===== config.mk =====
export PLATFORM = sky130hd
export DESIGN_NAME = dac_spike_event_detect
export DESIGN_NICKNAME = d
export VERILOG_FILES = /design/src/rtl/dac_spike_event_detect.sv
export SDC_FILE = /design/constraint.sdc
export NUM_CORES = 1
export LEC_CHECK = 0
export ABC_AREA = 1
export CAP_MARGIN = 20
export CORE_ASPECT_RATIO = 0.6
export CORE_UTILIZATION = 45
export CTS_BUF_LIST = sky130_fd_sc_hd__clkbuf_4 sky130_fd_sc_hd__clkbuf_8
export CTS_CLUSTER_DIAMETER = 120
export DETAILED_ROUTE_END_ITERATION = 10
export GPL_TIMING_DRIVEN = 0
export SETUP_SLACK_MARGIN = 0.4
export SLEW_MARGIN = 20
export SYNTH_ARGS = -nofsm -noshare
export SYNTH_HDL_FRONTEND = slang
export SYNTH_SLANG_ARGS = --single-unit

===== constraint.sdc =====
create_clock -name dataclk -period 7.67 [get_ports dataclk]
set_input_delay 1.9175 -clock dataclk [delete_from_list [all_inputs] [get_ports dataclk]]
set_output_delay 1.9175 -clock dataclk [all_outputs]
set_load 0.01 [all_outputs]

===== src/rtl/dac_spike_event_detect.sv =====
// Threshold-crossing spike detector for one DAC channel: TTL pulse with refractory
// hold-off, saturating event counter and a first-word-fall-through timestamp FIFO.
module dac_spike_event_detect #(
    parameter int FIFO_DEPTH = 16,
    parameter int TS_WIDTH   = 32
) (
    input  logic                dataclk,
    input  logic                reset,
    input  logic [31:0]         main_state,
    input  logic [5:0]          channel,
    input  logic [15:0]         DAC_register,
    input  logic [15:0]         DAC_thrsh,
    input  logic                DAC_thrsh_pol,
    input  logic                det_en,
    input  logic [7:0]          pulse_width,
    input  logic [7:0]          refractory,
    input  logic [TS_WIDTH-1:0] timestamp,
    input  logic                evt_rd_en,
    input  logic                ovf_clear,
    output logic                spike_ttl,
    output logic                evt_valid,
    output logic [TS_WIDTH-1:0] evt_data,
    output logic [15:0]         evt_count,
    output logic                evt_overflow
);

    localparam int AW = $clog2(FIFO_DEPTH);

    localparam logic [31:0] MS_CLK27_B = 32'd205;

    localparam logic [1:0] ST_ARMED   = 2'd0;
    localparam logic [1:0] ST_PULSE   = 2'd1;
    localparam logic [1:0] ST_REFRACT = 2'd2;

    localparam logic [AW:0]   CNT_ONE   = {{AW{1'b0}}, 1'b1};
    localparam logic [AW:0]   CNT_FULL  = FIFO_DEPTH[AW:0];
    localparam logic [AW-1:0] PTR_ONE   = {{(AW-1){1'b0}}, 1'b1};

    logic                is_b_s;
    logic                is_b_prev_r;
    logic                strobe_s;
    logic                hit_s;
    logic                hit_prev_r;
    logic                crossing_s;
    logic                accept_s;
    logic [1:0]          state_r;
    logic [7:0]          cnt_r;
    logic                spike_ttl_r;

    logic [TS_WIDTH-1:0] mem_r [FIFO_DEPTH];
    logic [AW-1:0]       wr_ptr_r;
    logic [AW-1:0]       rd_ptr_r;
    logic [AW:0]         fill_r;
    logic                evt_valid_r;
    logic [TS_WIDTH-1:0] evt_data_r;
    logic [15:0]         evt_count_r;
    logic                evt_overflow_r;

    logic                full_s;
    logic                pop_s;
    logic                push_s;
    logic                drop_s;
    logic [AW:0]         fill_next_s;
    logic [AW-1:0]       rd_next_s;
    logic [TS_WIDTH-1:0] head_next_s;

    // Sample strobe: first cycle of ms_clk27_b on channel 0
    always_comb begin
        is_b_s     = (main_state == MS_CLK27_B);
        strobe_s   = is_b_s && !is_b_prev_r && (channel == 6'd0);
        hit_s      = DAC_thrsh_pol ? (DAC_register >= DAC_thrsh) : (DAC_register <= DAC_thrsh);
        crossing_s = hit_s && !hit_prev_r;
        accept_s   = strobe_s && crossing_s && det_en && (state_r == ST_ARMED);
    end

    // Edge-detect register and previous-hit history (kept on every strobe)
    always_ff @(posedge dataclk or negedge reset) begin
        if (!reset) begin
            is_b_prev_r <= 1'b0;
            hit_prev_r  <= 1'b0;
        end else begin
            is_b_prev_r <= is_b_s;
            if (strobe_s) begin
                hit_prev_r <= hit_s;
            end
        end
    end

    // Pulse / refractory state machine; det_en low aborts from any state
    always_ff @(posedge dataclk or negedge reset) begin
        if (!reset) begin
            state_r     <= ST_ARMED;
            cnt_r       <= 8'd0;
            spike_ttl_r <= 1'b0;
        end else if (!det_en) begin
            state_r     <= ST_ARMED;
            cnt_r       <= 8'd0;
            spike_ttl_r <= 1'b0;
        end else if (strobe_s) begin
            case (state_r)
                ST_ARMED: begin
                    if (crossing_s) begin
                        state_r     <= ST_PULSE;
                        cnt_r       <= (pulse_width == 8'd0) ? 8'd1 : pulse_width;
                        spike_ttl_r <= 1'b1;
                    end
                end
                ST_PULSE: begin
                    if (cnt_r <= 8'd1) begin
                        spike_ttl_r <= 1'b0;
                        if (refractory == 8'd0) begin
                            state_r <= ST_ARMED;
                            cnt_r   <= 8'd0;
                        end else begin
                            state_r <= ST_REFRACT;
                            cnt_r   <= refractory;
                        end
                    end else begin
                        cnt_r <= cnt_r - 8'd1;
                    end
                end
                ST_REFRACT: begin
                    if (cnt_r <= 8'd1) begin
                        state_r <= ST_ARMED;
                        cnt_r   <= 8'd0;
                    end else begin
                        cnt_r <= cnt_r - 8'd1;
                    end
                end
                default: begin
                    state_r     <= ST_ARMED;
                    cnt_r       <= 8'd0;
                    spike_ttl_r <= 1'b0;
                end
            endcase
        end
    end

    // FIFO next-state; the head is precomputed so evt_data can stay registered
    always_comb begin
        full_s      = (fill_r == CNT_FULL);
        pop_s       = evt_rd_en && evt_valid_r;
        push_s      = accept_s && (!full_s || pop_s);
        drop_s      = accept_s && full_s && !pop_s;
        rd_next_s   = rd_ptr_r;
        fill_next_s = fill_r;
        head_next_s = {TS_WIDTH{1'b0}};
        if (pop_s) begin
            rd_next_s = rd_ptr_r + PTR_ONE;
        end else begin
            rd_next_s = rd_ptr_r;
        end
        case ({push_s, pop_s})
            2'b10:   fill_next_s = fill_r + CNT_ONE;
            2'b01:   fill_next_s = fill_r - CNT_ONE;
            default: fill_next_s = fill_r;
        endcase
        // A push landing on the new head slot bypasses the memory
        if (fill_next_s == {(AW+1){1'b0}}) begin
            head_next_s = {TS_WIDTH{1'b0}};
        end else if (push_s && (rd_next_s == wr_ptr_r)) begin
            head_next_s = timestamp;
        end else begin
            head_next_s = mem_r[rd_next_s];
        end
    end

    // FIFO storage
    always_ff @(posedge dataclk) begin
        if (push_s) begin
            mem_r[wr_ptr_r] <= timestamp;
        end
    end

    // FIFO pointers, registered head and status
    always_ff @(posedge dataclk or negedge reset) begin
        if (!reset) begin
            wr_ptr_r    <= {AW{1'b0}};
            rd_ptr_r    <= {AW{1'b0}};
            fill_r      <= {(AW+1){1'b0}};
            evt_valid_r <= 1'b0;
            evt_data_r  <= {TS_WIDTH{1'b0}};
        end else begin
            if (push_s) begin
                wr_ptr_r <= wr_ptr_r + PTR_ONE;
            end
            rd_ptr_r    <= rd_next_s;
            fill_r      <= fill_next_s;
            evt_valid_r <= (fill_next_s != {(AW+1){1'b0}});
            evt_data_r  <= head_next_s;
        end
    end

    // Saturating event counter and sticky overflow (a drop beats a clear)
    always_ff @(posedge dataclk or negedge reset) begin
        if (!reset) begin
            evt_count_r    <= 16'd0;
            evt_overflow_r <= 1'b0;
        end else begin
            if (accept_s && (evt_count_r != 16'hFFFF)) begin
                evt_count_r <= evt_count_r + 16'd1;
            end
            if (drop_s) begin
                evt_overflow_r <= 1'b1;
            end else if (ovf_clear) begin
                evt_overflow_r <= 1'b0;
            end
        end
    end

    assign spike_ttl    = spike_ttl_r;
    assign evt_valid    = evt_valid_r;
    assign evt_data     = evt_data_r;
    assign evt_count    = evt_count_r;
    assign evt_overflow = evt_overflow_r;

endmodule

==> metrics.csv <==
stage,metric,value,unit
sta,fmax,173,MHz
pwr,p_leak,11.3,nW
worst_setup_path,startpoint_type,input pin,
floorplanning,rows,66,
floorplanning,ios,175,
grt,antenna_found_initial,0,
grt,grt_max_degree,45,
sta,finalSetupViolCount,0,
logic_synthesis,ys_types,45,
grt,grt_use_met1,0.409,
logic_synthesis,synth_area_leader_cell,edfxtp_1,
layout,final_cell_mix,"nand2_1 (668), edfxtp_1 (512), nand3_1 (456), clkdlybuf4s50_1 (173), inv_1 (102)",
logic_synthesis,synthAdderAreaFrac,0.0143,
logic_synthesis,syn_nets,2420,
cts,htree_levels,3,
logic_synthesis,synth-edff-count,512,
cts,clkTransAtPathRegs,0.06,ns
grt,grt_util_all_layers,0.269,
detailed_routing,ant_nets,0,
logic_synthesis,synth-seq-cells,588,
grt,grt_pass1_wl,111000,µm
sta,skew,0.0350,ns
worst_setup_path,cp_max_fo,17,
logic_synthesis,synth_compound_area_frac,0.0300,
floorplanning,die_y,185,µm
cts,clk_path_buf_depth,3,
layout,final_common_cell,nand2_1,
layout,area_delta_synth_final,19.6,%
detailed_routing,drtIter0Drc,2046,
sta,drv_slew,0,
logic_synthesis,syn_inst,2268,
grt,gr-total-overflow,0,
cts,ctsResizeCount,0,
logic_synthesis,syn_avg_cell_area,11.1,µm²
pwr,peakVddDrop,266,µV
cts,cts_hold_buffers,0,
detailed_routing,drt-pass1-iter-count,8,
layout,diodes,0,
layout,multi_input_area,6960,µm²
grt,grtUsageMet2,0.377,
sta,post-route-period-util,0.754,
placement,hpwlAfterDp,51400,µm
logic_synthesis,ys_warn_count,0,
worst_setup_path,rrSetupSlack,3.82,ns
sta,fin_tns_setup,0,ns
floorplanning,core_area,54600,µm²
worst_setup_path,crit_arrival,6.14,ns
placement,dp_slack,1.24,ns
logic_synthesis,synth_simple_gate_area_share,0.218,
cts,numCtsBuffers,87,
detailed_routing,drt_wl_total,75100,µm
sta,relSlewSlack,0.260,
worst_setup_path,critical_path_required,8.03,ns
detailed_routing,dr_total_vias,18600,
logic_synthesis,synth_top_family_by_area,simple AND/OR/NAND/NOR gates,
logic_synthesis,synth_mux_area_frac,0.000449,
worst_hold_path,hold_path_class,reg -> reg,
cts,clk-insertion-delay-late,0.69,ns
layout,drive_above_1_share,0.0979,
logic_synthesis,post_synth_xor_area_fraction,0.0101,
layout,nets,2700,
sta,rsz0062_at_grt,false,
sta,report.final.hold_viol_count,0,
logic_synthesis,ys_async_sr_fraction,0.129,
pwr,power,11.1,mW
floorplanning,dieArea,56700,µm²
placement,portBuffers,174,
cts,cts.sink_count,588,
logic_synthesis,syn_area,25100,µm²
pwr,power.density,369,nW/µm²
floorplanning,dieWidth,307,µm
cts,cts_tree,yes,
logic_synthesis,ys_seq_area_frac,0.689,
sta,worst-slew-pin-transition,1.11,ns
logic_synthesis,synthTopCellsByArea,"edfxtp_1 (61%), nand2_1 (10%), nand3_1 (9.1%), dfrtp_1 (7.6%), a21oi_1 (1.5%)",
floorplanning,start_util,0.459,
logic_synthesis,synth_top_area_share,0.613,
worst_setup_path,crit_type,in -> reg,
detailed_routing,drc,0,
grt,grt_pass1_vias,17900,
sta,fin_ws,1.89,ns
placement,gp_congestion,0.867,
grt,grt_busiest_layer,met1,
grt,grt_util_met3,0.0659,
logic_synthesis,synth_top_flop_cell,edfxtp_1,
layout,fill_cells,4588,
job,cap_violations,0,
worst_setup_path,crit_path_end_kind,flop,
sta,fin_crit,5.78,ns
detailed_routing,via_per_inst,5.53,
detailed_routing,wl_per_cell,22.3,µm
layout,seqCellArea,17300,µm²
run_status,status,"finished, final reports clean",
cts,post_cts_buffers,0,
cts,cts_root_buf,clkbuf_8,
==> power breakdown <==
part | internal [mW] | switching, mW
Combinational | 1.38 | 3.40
Sequential | 3.63 | 0.0722
Clock | 1.33 | 1.23
==> final timing paths <==
check | cells past startpoint | end | from
max | 20 | mem_r[13][22] | DAC_thrsh[11]
min | 2 | spike_ttl | spike_ttl
max reg2reg | 12 | mem_r[13][22] | state_r[1]
min reg2reg | 2 | spike_ttl | spike_ttl
max in group asynchronous | 2 | evt_data[24] | reset
min in group asynchronous | 1 | wr_ptr_r[2] | reset
==> kinds of logic after synthesis <==
| family | Yosys count |
|---|---|
| adder cells (fa/ha/maj) | 28 |
| AND/OR/NAND/NOR | 1246 |
| AO/OA/AOI/OAI | 140 |
| buffers and inverters | 237 |
| flip-flops | 588 |
| XOR/XNOR | 28 |
| multiplexers | 1 |
==> through the flow <==
step / util / std cells / cell area (µm²) / hold slack, ns
floorplan: - / 2268 / 25100 / 0.495
global placement: 0.508 / 3190 / 27700 / 0.475
detailed placement: 0.518 / 3207 / 28300 / 0.485
CTS: 0.549 / 3362 / 30000 / 0.500
global route: 0.549 / 3362 / 30000 / 0.542
finish: 0.549 / 3362 / 30000 / 0.499
==> sequential cells by signal (all words and copies together), names as in the netlist <==
name and flops:
cnt_r 8, evt_count 16, evt_data 32, evt_overflow 1
evt_valid 1, fill_r 5, hit_prev_r 1, is_b_prev_r 1
mem_r 512, rd_ptr_r 4, spike_ttl 1, state_r 2
wr_ptr_r 4
==> worst max-delay path, cell delays in order <==
cell and delay, ns:
clkdlybuf4s50_1 0.46, inv_1 0.04, ha_1 0.28, nand2_1 0.05, inv_1 0.07, nand3_1 0.08
nor3_2 0.18, nand2_1 0.13, nand2_1 0.09, nand2_1 0.05, nand3_1 0.11, nand2_1 0.09
nor2_1 0.35, nand2_1 0.22, inv_2 0.22, buf_2 0.30, buf_2 0.28, nand2_1 0.30
nor2_4 0.62, buf_12 0.26
==> cells in the mapped netlist, types with 2 or more instances <==
master,n
nand2_2,13
a22oi_1,3
xnor2_1,8
buf_2,24
dfrtp_1,76
buf_6,3
clkbuf_2,3
xor2_1,19
nor3b_1,2
nand3_1,456
o211ai_1,2
nand3_4,2
inv_1,102
inv_2,16
ha_1,27
edfxtp_1,512
nor3_1,14
clkbuf_1,73
nor2_1,55
o21ai_0,36
nor3_2,2
a21oi_1,77
nand2_1,668
nor4_1,10
buf_1,16
o21ai_1,12
nand4_1,12
nor2_2,5
nor3b_2,2
o31ai_1,3
==> routing by layer <==
metal	share of wire	wire (µm)
met2	0.42	31200
met1	0.46	34500
met4	0.020	1500
met3	0.10	7820
met5	0	0
==> area by class of cell <==
type / count / area share
sequential: 588 / 0.576
multi-input combinational: 1443 / 0.232
timing repair buffer: 191 / 0.0714
clock buffer: 125 / 0.0513
tap: 748 / 0.0312
buffer: 119 / 0.0168
inverter: 118 / 0.0148
clock inverter: 30 / 0.00622
Note: power is estimated with default switching activity, not from simulation.
